**src/rtl/ej32_boot_loader.sv**
```systemverilog
// eJ32 boot loader: copies a ROM image into RAM one beat at a time, then releases the core.
// Optional feature macro BOOT_CHKSUM_EN: byte checksum of the image gates core_en.
module ej32_boot_loader #(
  parameter int             ASZ        = 17,
  parameter int             BEAT_BYTES = 1,
  parameter int             ROM_SZ     = 8192,
  parameter int             ROM_WAIT   = 3,
  parameter int             RD_LAT     = 1,
  parameter logic [ASZ-1:0] RAM_BASE   = '0,
  parameter logic [ASZ-1:0] COLD       = '0,
  parameter logic [31:0]    CHK_EXP    = 32'h0
) (
  input  logic                    clk,
  input  logic                    rst,
  input  logic                    start,
  input  logic                    hold,
  output logic                    rom_en,
  output logic [ASZ-1:0]          rom_a,
  input  logic [8*BEAT_BYTES-1:0] rom_d,
  output logic                    ram_we,
  output logic [BEAT_BYTES-1:0]   ram_wm,
  output logic [ASZ-1:0]          ram_a,
  output logic [8*BEAT_BYTES-1:0] ram_d,
  output logic                    busy,
  output logic                    done,
  output logic                    core_en,
  output logic [ASZ-1:0]          cold_p,
  output logic                    chk_err
);

  localparam int N   = (ROM_SZ + BEAT_BYTES - 1) / BEAT_BYTES;
  localparam int KW  = $clog2(N + 1);
  localparam int WW  = (ROM_WAIT > 0) ? $clog2(ROM_WAIT + 1) : 1;
  localparam int REM = ROM_SZ % BEAT_BYTES;
  localparam logic [BEAT_BYTES-1:0] LAST_WM = (REM == 0) ? '1 : BEAT_BYTES'((1 << REM) - 1);

  typedef enum logic [1:0] {S_WAIT, S_COPY, S_DRAIN, S_DONE} state_e;

  typedef struct packed {
    logic          vld;
    logic [KW-1:0] idx;
  } beat_t;

  state_e        state_q, state_d;
  logic [WW-1:0] cnt_q, cnt_d;
  logic [KW-1:0] k_q, k_d;
  beat_t         pipe_q [RD_LAT];
  beat_t         pipe_d [RD_LAT];
  beat_t         wr;
  logic          issue, inflight, wr_last;

`ifdef BOOT_CHKSUM_EN
  logic [31:0] sum_q, sum_d, wr_sum;
  logic        chk_err_q, chk_err_d;
`endif

  // The delay line's last stage is the write stage; earlier stages are reads still in the ROM.
  assign wr      = pipe_q[RD_LAT-1];
  assign issue   = (state_q == S_COPY);
  assign wr_last = (wr.idx == KW'(N - 1));

  always_comb begin
    inflight = 1'b0;
    for (int i = 0; i < RD_LAT - 1; i++) inflight = inflight | pipe_q[i].vld;
  end

  // NOTE: sequential state uses non-blocking (<=) so every flop samples pre-edge values.
  always_ff @(posedge clk) begin
    if (!rst) state_q <= S_WAIT;
    else      state_q <= state_d;
  end

  // NOTE: every always_comb output gets a default first, so no path can infer a latch.
  always_comb begin
    state_d = state_q;
    if (!hold) begin
      case (state_q)
        S_WAIT:  if (cnt_q == '0)         state_d = S_COPY;
        S_COPY:  if (k_q == KW'(N - 1))   state_d = S_DRAIN;
        S_DRAIN: if (!inflight)           state_d = S_DONE;
        S_DONE:  if (start)               state_d = S_WAIT;
      endcase
    end
  end

  always_comb begin
    busy    = (state_q != S_DONE);
    done    = (state_q == S_DONE);
    rom_en  = ((state_q == S_COPY) || (state_q == S_DRAIN)) && !hold;
    core_en = done && !chk_err;
  end

  always_comb begin
    cnt_d  = cnt_q;
    k_d    = k_q;
    pipe_d = pipe_q;
`ifdef BOOT_CHKSUM_EN
    sum_d     = sum_q;
    chk_err_d = chk_err_q;
`endif
    if (!hold) begin
      if ((state_q == S_WAIT) && (cnt_q != '0)) cnt_d = cnt_q - 1'b1;
      pipe_d[0].vld = issue;
      pipe_d[0].idx = issue ? k_q : '0;
      for (int i = 1; i < RD_LAT; i++) pipe_d[i] = pipe_q[i-1];
      if (issue) k_d = k_q + 1'b1;
`ifdef BOOT_CHKSUM_EN
      sum_d = sum_q + wr_sum;
      if ((state_q == S_DRAIN) && !inflight) chk_err_d = (sum_d != CHK_EXP);
`endif
      if ((state_q == S_DONE) && start) begin
        cnt_d = WW'(ROM_WAIT);
        k_d   = '0;
`ifdef BOOT_CHKSUM_EN
        sum_d     = '0;
        chk_err_d = 1'b0;
`endif
      end
    end
  end

  always_ff @(posedge clk) begin
    if (!rst) begin
      cnt_q <= WW'(ROM_WAIT);
      k_q   <= '0;
      // NOTE: the delay line is a handful of flops whose valid bits define state, so it is reset.
      for (int i = 0; i < RD_LAT; i++) pipe_q[i] <= '0;
`ifdef BOOT_CHKSUM_EN
      sum_q     <= '0;
      chk_err_q <= 1'b0;
`endif
    end else begin
      cnt_q  <= cnt_d;
      k_q    <= k_d;
      pipe_q <= pipe_d;
`ifdef BOOT_CHKSUM_EN
      sum_q     <= sum_d;
      chk_err_q <= chk_err_d;
`endif
    end
  end

  // ram_d follows the ROM output register directly; bytes past the image end are zeroed.
  always_comb begin
    ram_wm = '0;
    ram_d  = '0;
    if (wr.vld) ram_wm = wr_last ? LAST_WM : '1;
    for (int b = 0; b < BEAT_BYTES; b++)
      if (ram_wm[b]) ram_d[8*b +: 8] = rom_d[8*b +: 8];
  end

  assign ram_we = wr.vld & ~hold;
  assign ram_a  = RAM_BASE + ASZ'(wr.idx) * ASZ'(BEAT_BYTES);
  assign rom_a  = ASZ'(k_q) * ASZ'(BEAT_BYTES);
  assign cold_p = COLD;

`ifdef BOOT_CHKSUM_EN
  always_comb begin
    wr_sum = '0;
    for (int b = 0; b < BEAT_BYTES; b++) wr_sum = wr_sum + 32'(ram_d[8*b +: 8]);
  end
  assign chk_err = chk_err_q;
`else
  // Checksum disabled: the flag is constant low.
  assign chk_err = 1'b0 & ^CHK_EXP;
`endif

endmodule

```
**config.mk**
```make
export PLATFORM = sky130hd
export DESIGN_NAME = ej32_boot_loader
export DESIGN_NICKNAME = d
export VERILOG_FILES = /design/src/rtl/ej32_boot_loader.sv
export SDC_FILE = /design/constraint.sdc
export NUM_CORES = 1
export LEC_CHECK = 0
export BUFFER_PORTS_ARGS = -buffer_cell sky130_fd_sc_hd__buf_4
export CAP_MARGIN = 10
export CORE_ASPECT_RATIO = 0.8
export CORE_MARGIN = 8
export CORE_UTILIZATION = 51
export DETAILED_ROUTE_END_ITERATION = 7
export MAX_ROUTING_LAYER = met4
export PLACE_DENSITY_LB_ADDON = 0.08
export SYNTH_ARGS = -nofsm -noshare
export SYNTH_HDL_FRONTEND = slang
export SYNTH_SLANG_ARGS = --single-unit
```
**constraint.sdc**
```tcl
create_clock -name clk -period 2.9 [get_ports clk]
set_input_delay 0.725 -clock clk [delete_from_list [all_inputs] [get_ports clk]]
set_output_delay 0.725 -clock clk [all_outputs]
set_load 0.05 [all_outputs]
```
==> flow_summary.json <==
{
  "worstPathMaxFanout": 4,
  "setup_violations": 0,
  "fp.dieH_um": 69.1,
  "via_count": 1566,
  "cp_data_required_time_ns": 2.17,
  "routabilityCongestion": 0.742,
  "cts_resized": 0,
  "die_area_mm2": 0.00569,
  "avgRoutedWirePerCell_um": 13.5,
  "grt_pass1_wl_um": 6660,
  "drv_slew": 0,
  "skew_ns": 0.00420,
  "yosys-top-cells-count": "dfxtp_1, buf_4, a21oi_1, nand2_1, nand3b_1",
  "ys.flop_type": "dfxtp_1",
  "grt-ovfl-total": 0,
  "vdd_drop_max_mv": 0.401,
  "die_w_um": 82.3,
  "hpwl_um": 3030,
  "status": "finished, final reports clean",
  "cts_tree": "built",
  "wirelength_um": 4180,
  "busiest_layer": "met2",
  "antenna_left": 0,
  "dp_slack_ns": 0.698,
  "synth.avg_cell_area_um2": 8.35,
  "root_buffer": "clkbuf_8",
  "ios": 78,
  "route.detailed.drc": 0,
  "p_per_area_mw_per_mm2": 449,
  "async_reset_ff_frac": 0,
  "grt_max_degree": 44,
  "std_cell_rows": 19,
  "numClockSinks": 33,
  "synth_area_leaders": "dfxtp_1, buf_4, a21oi_1",
  "clockBufferDepth": 2,
  "hp-class": "register to register",
  "maxCapViolCount": 0,
  "min-delay-start": "pipe_q[1]",
  "yosysTopAreaCell": "dfxtp_1",
  "relSlewSlack": 0.565,
  "viasPerCell": 5.05,
  "synth_edf_count": 0,
  "finalCritPeriodShare": 0.731,
  "ctsHoldBuffers": 0,
  "tightest_slew_ns": 0.651,
  "met1_usage": 0.181,
  "fin_crit_ns": 2.12,
  "setup_tns_ns": 0,
  "dr.pass1.iters": 4,
  "worstSetupPathType": "register to output pin",
  "synth_top_area_share": 0.368,
  "netlist_area_mm2": 0.00180,
  "crit_start": "state_q[0]",
  "setup_ws_ns": 0.781,
  "htree_levels": 2,
  "yosysMostFrequentCell": "dfxtp_1",
  "total_leakage_power_nw": 0.929,
  "drtIter0Drc": 77,
  "n_antenna_cell": 0,
  "drive_gt1_frac": 0.257,
  "worstPathArrival_ns": 1.39,
  "synth_warnings": 0,
  "grt.total_usage": 0.145,
  "grt_pass1_vias": 1453,
  "antenna_found_initial": 0,
  "synth-seq-cells": 33,
  "syn_to_final_growth_pct": 24.3,
  "syn-instance-count": 215,
  "critPathLaunchType": "register",
  "rsz0062_at_grt": "no",
  "met2_usage": 0.214,
  "cts_setup_buffers": 0,
  "portBuffers": 53,
  "hold_viol": 0,
  "clk_latency_ns": 0.28,
  "clock.fmax_mhz": 472,
  "yosysSeqAreaShare": 0.368,
  "start_util": 0.528,
  "crit_path_end_kind": "output pin",
  "rr_startpoint": "k_q[0]",
  "grtUsageMet3": 0.0479,
  "core-area_mm2": 0.00340,
  "synthDistinctLibCells": 33,
  "nNetsFinal": 286,
  "fin_util": 0.656,
  "numCtsBuffers": 5,
  "clkTransAtPathRegs_ns": 0.06
}
## placed cells by master (no fill, tap or decap), drive strengths merged, types with 6 or more instances in the layout
| cell type | n |
|---|---|
| a21oi | 24 |
| and2 | 9 |
| buf | 56 |
| clkbuf | 7 |
| conb | 24 |
| dfxtp | 33 |
| ha | 7 |
| inv | 8 |
| nand2 | 17 |
| nand3b | 14 |
| nor2 | 11 |
| xnor2 | 6 |
## state kept, by name (all words and copies together) (netlist names)
register / count
state_q: 2
k_q: 14
cnt_q: 2
pipe_q: 15
## worst max-delay path: stages (launching register included)
cell and delay [ns]:
dfxtp_1 0.38, inv_1 0.10, ha_1 0.31, nor2b_1 0.13
buf_4 0.20
## cells by family (layout without fill, tap and decap cells)
group	Yosys count	in the layout	synth area share
compound gates	41	41	0.137
xor+xnor	6	6	0.0293
fa+ha+maj	7	7	0.0488
buf+inv	42	72	0.142
flops	33	33	0.368
other cells	1	24	0.00209
simple gates	85	85	0.273
## report_power, final
group / switching (mW) / leakage (nW) / internal (mW)
logic: 0.125 / 0.609 / 0.0362
registers: 0.00490 / 0.266 / 0.460
clock network: 0.161 / 0.0542 / 0.214
total: 0.291 / 0.929 / 0.710
## metrics by stage
step                power, mW  instances  instance area, µm²  hold WS [ns]
CTS                      1.01        310                2230         0.466
global route             1.04        310                2230         0.479
finish                   1.00        310                2230         0.463
floorplan               0.629        238                1880         0.435
global placement        0.633        302                2130         0.445
detailed placement      0.635        302                2130         0.451
## area by class of cell
class / instances / area (µm²)
fill: 323 / 1170
multi-input combinational: 163 / 966
sequential: 33 / 661
timing repair buffer: 56 / 420
clock buffer: 7 / 96.3
tap: 42 / 52.6
inverter: 8 / 30.0
clock inverter: 1 / 5.00
## final timing paths
check	endpoint	slack (ns)	cells after the start
min	pipe_q[1]	0.46	2
min reg2reg	pipe_q[1]	0.46	2
max	rom_en	0.78	4
max reg2reg	k_q[10]	0.86	5
## layer usage
metal  share of wire  up-vias
met1            0.46      691
met4          0.0034        0
met5               0        -
li1                -      806
met2            0.43       67
met3            0.11        2
(Power assumes the default switching activity.)
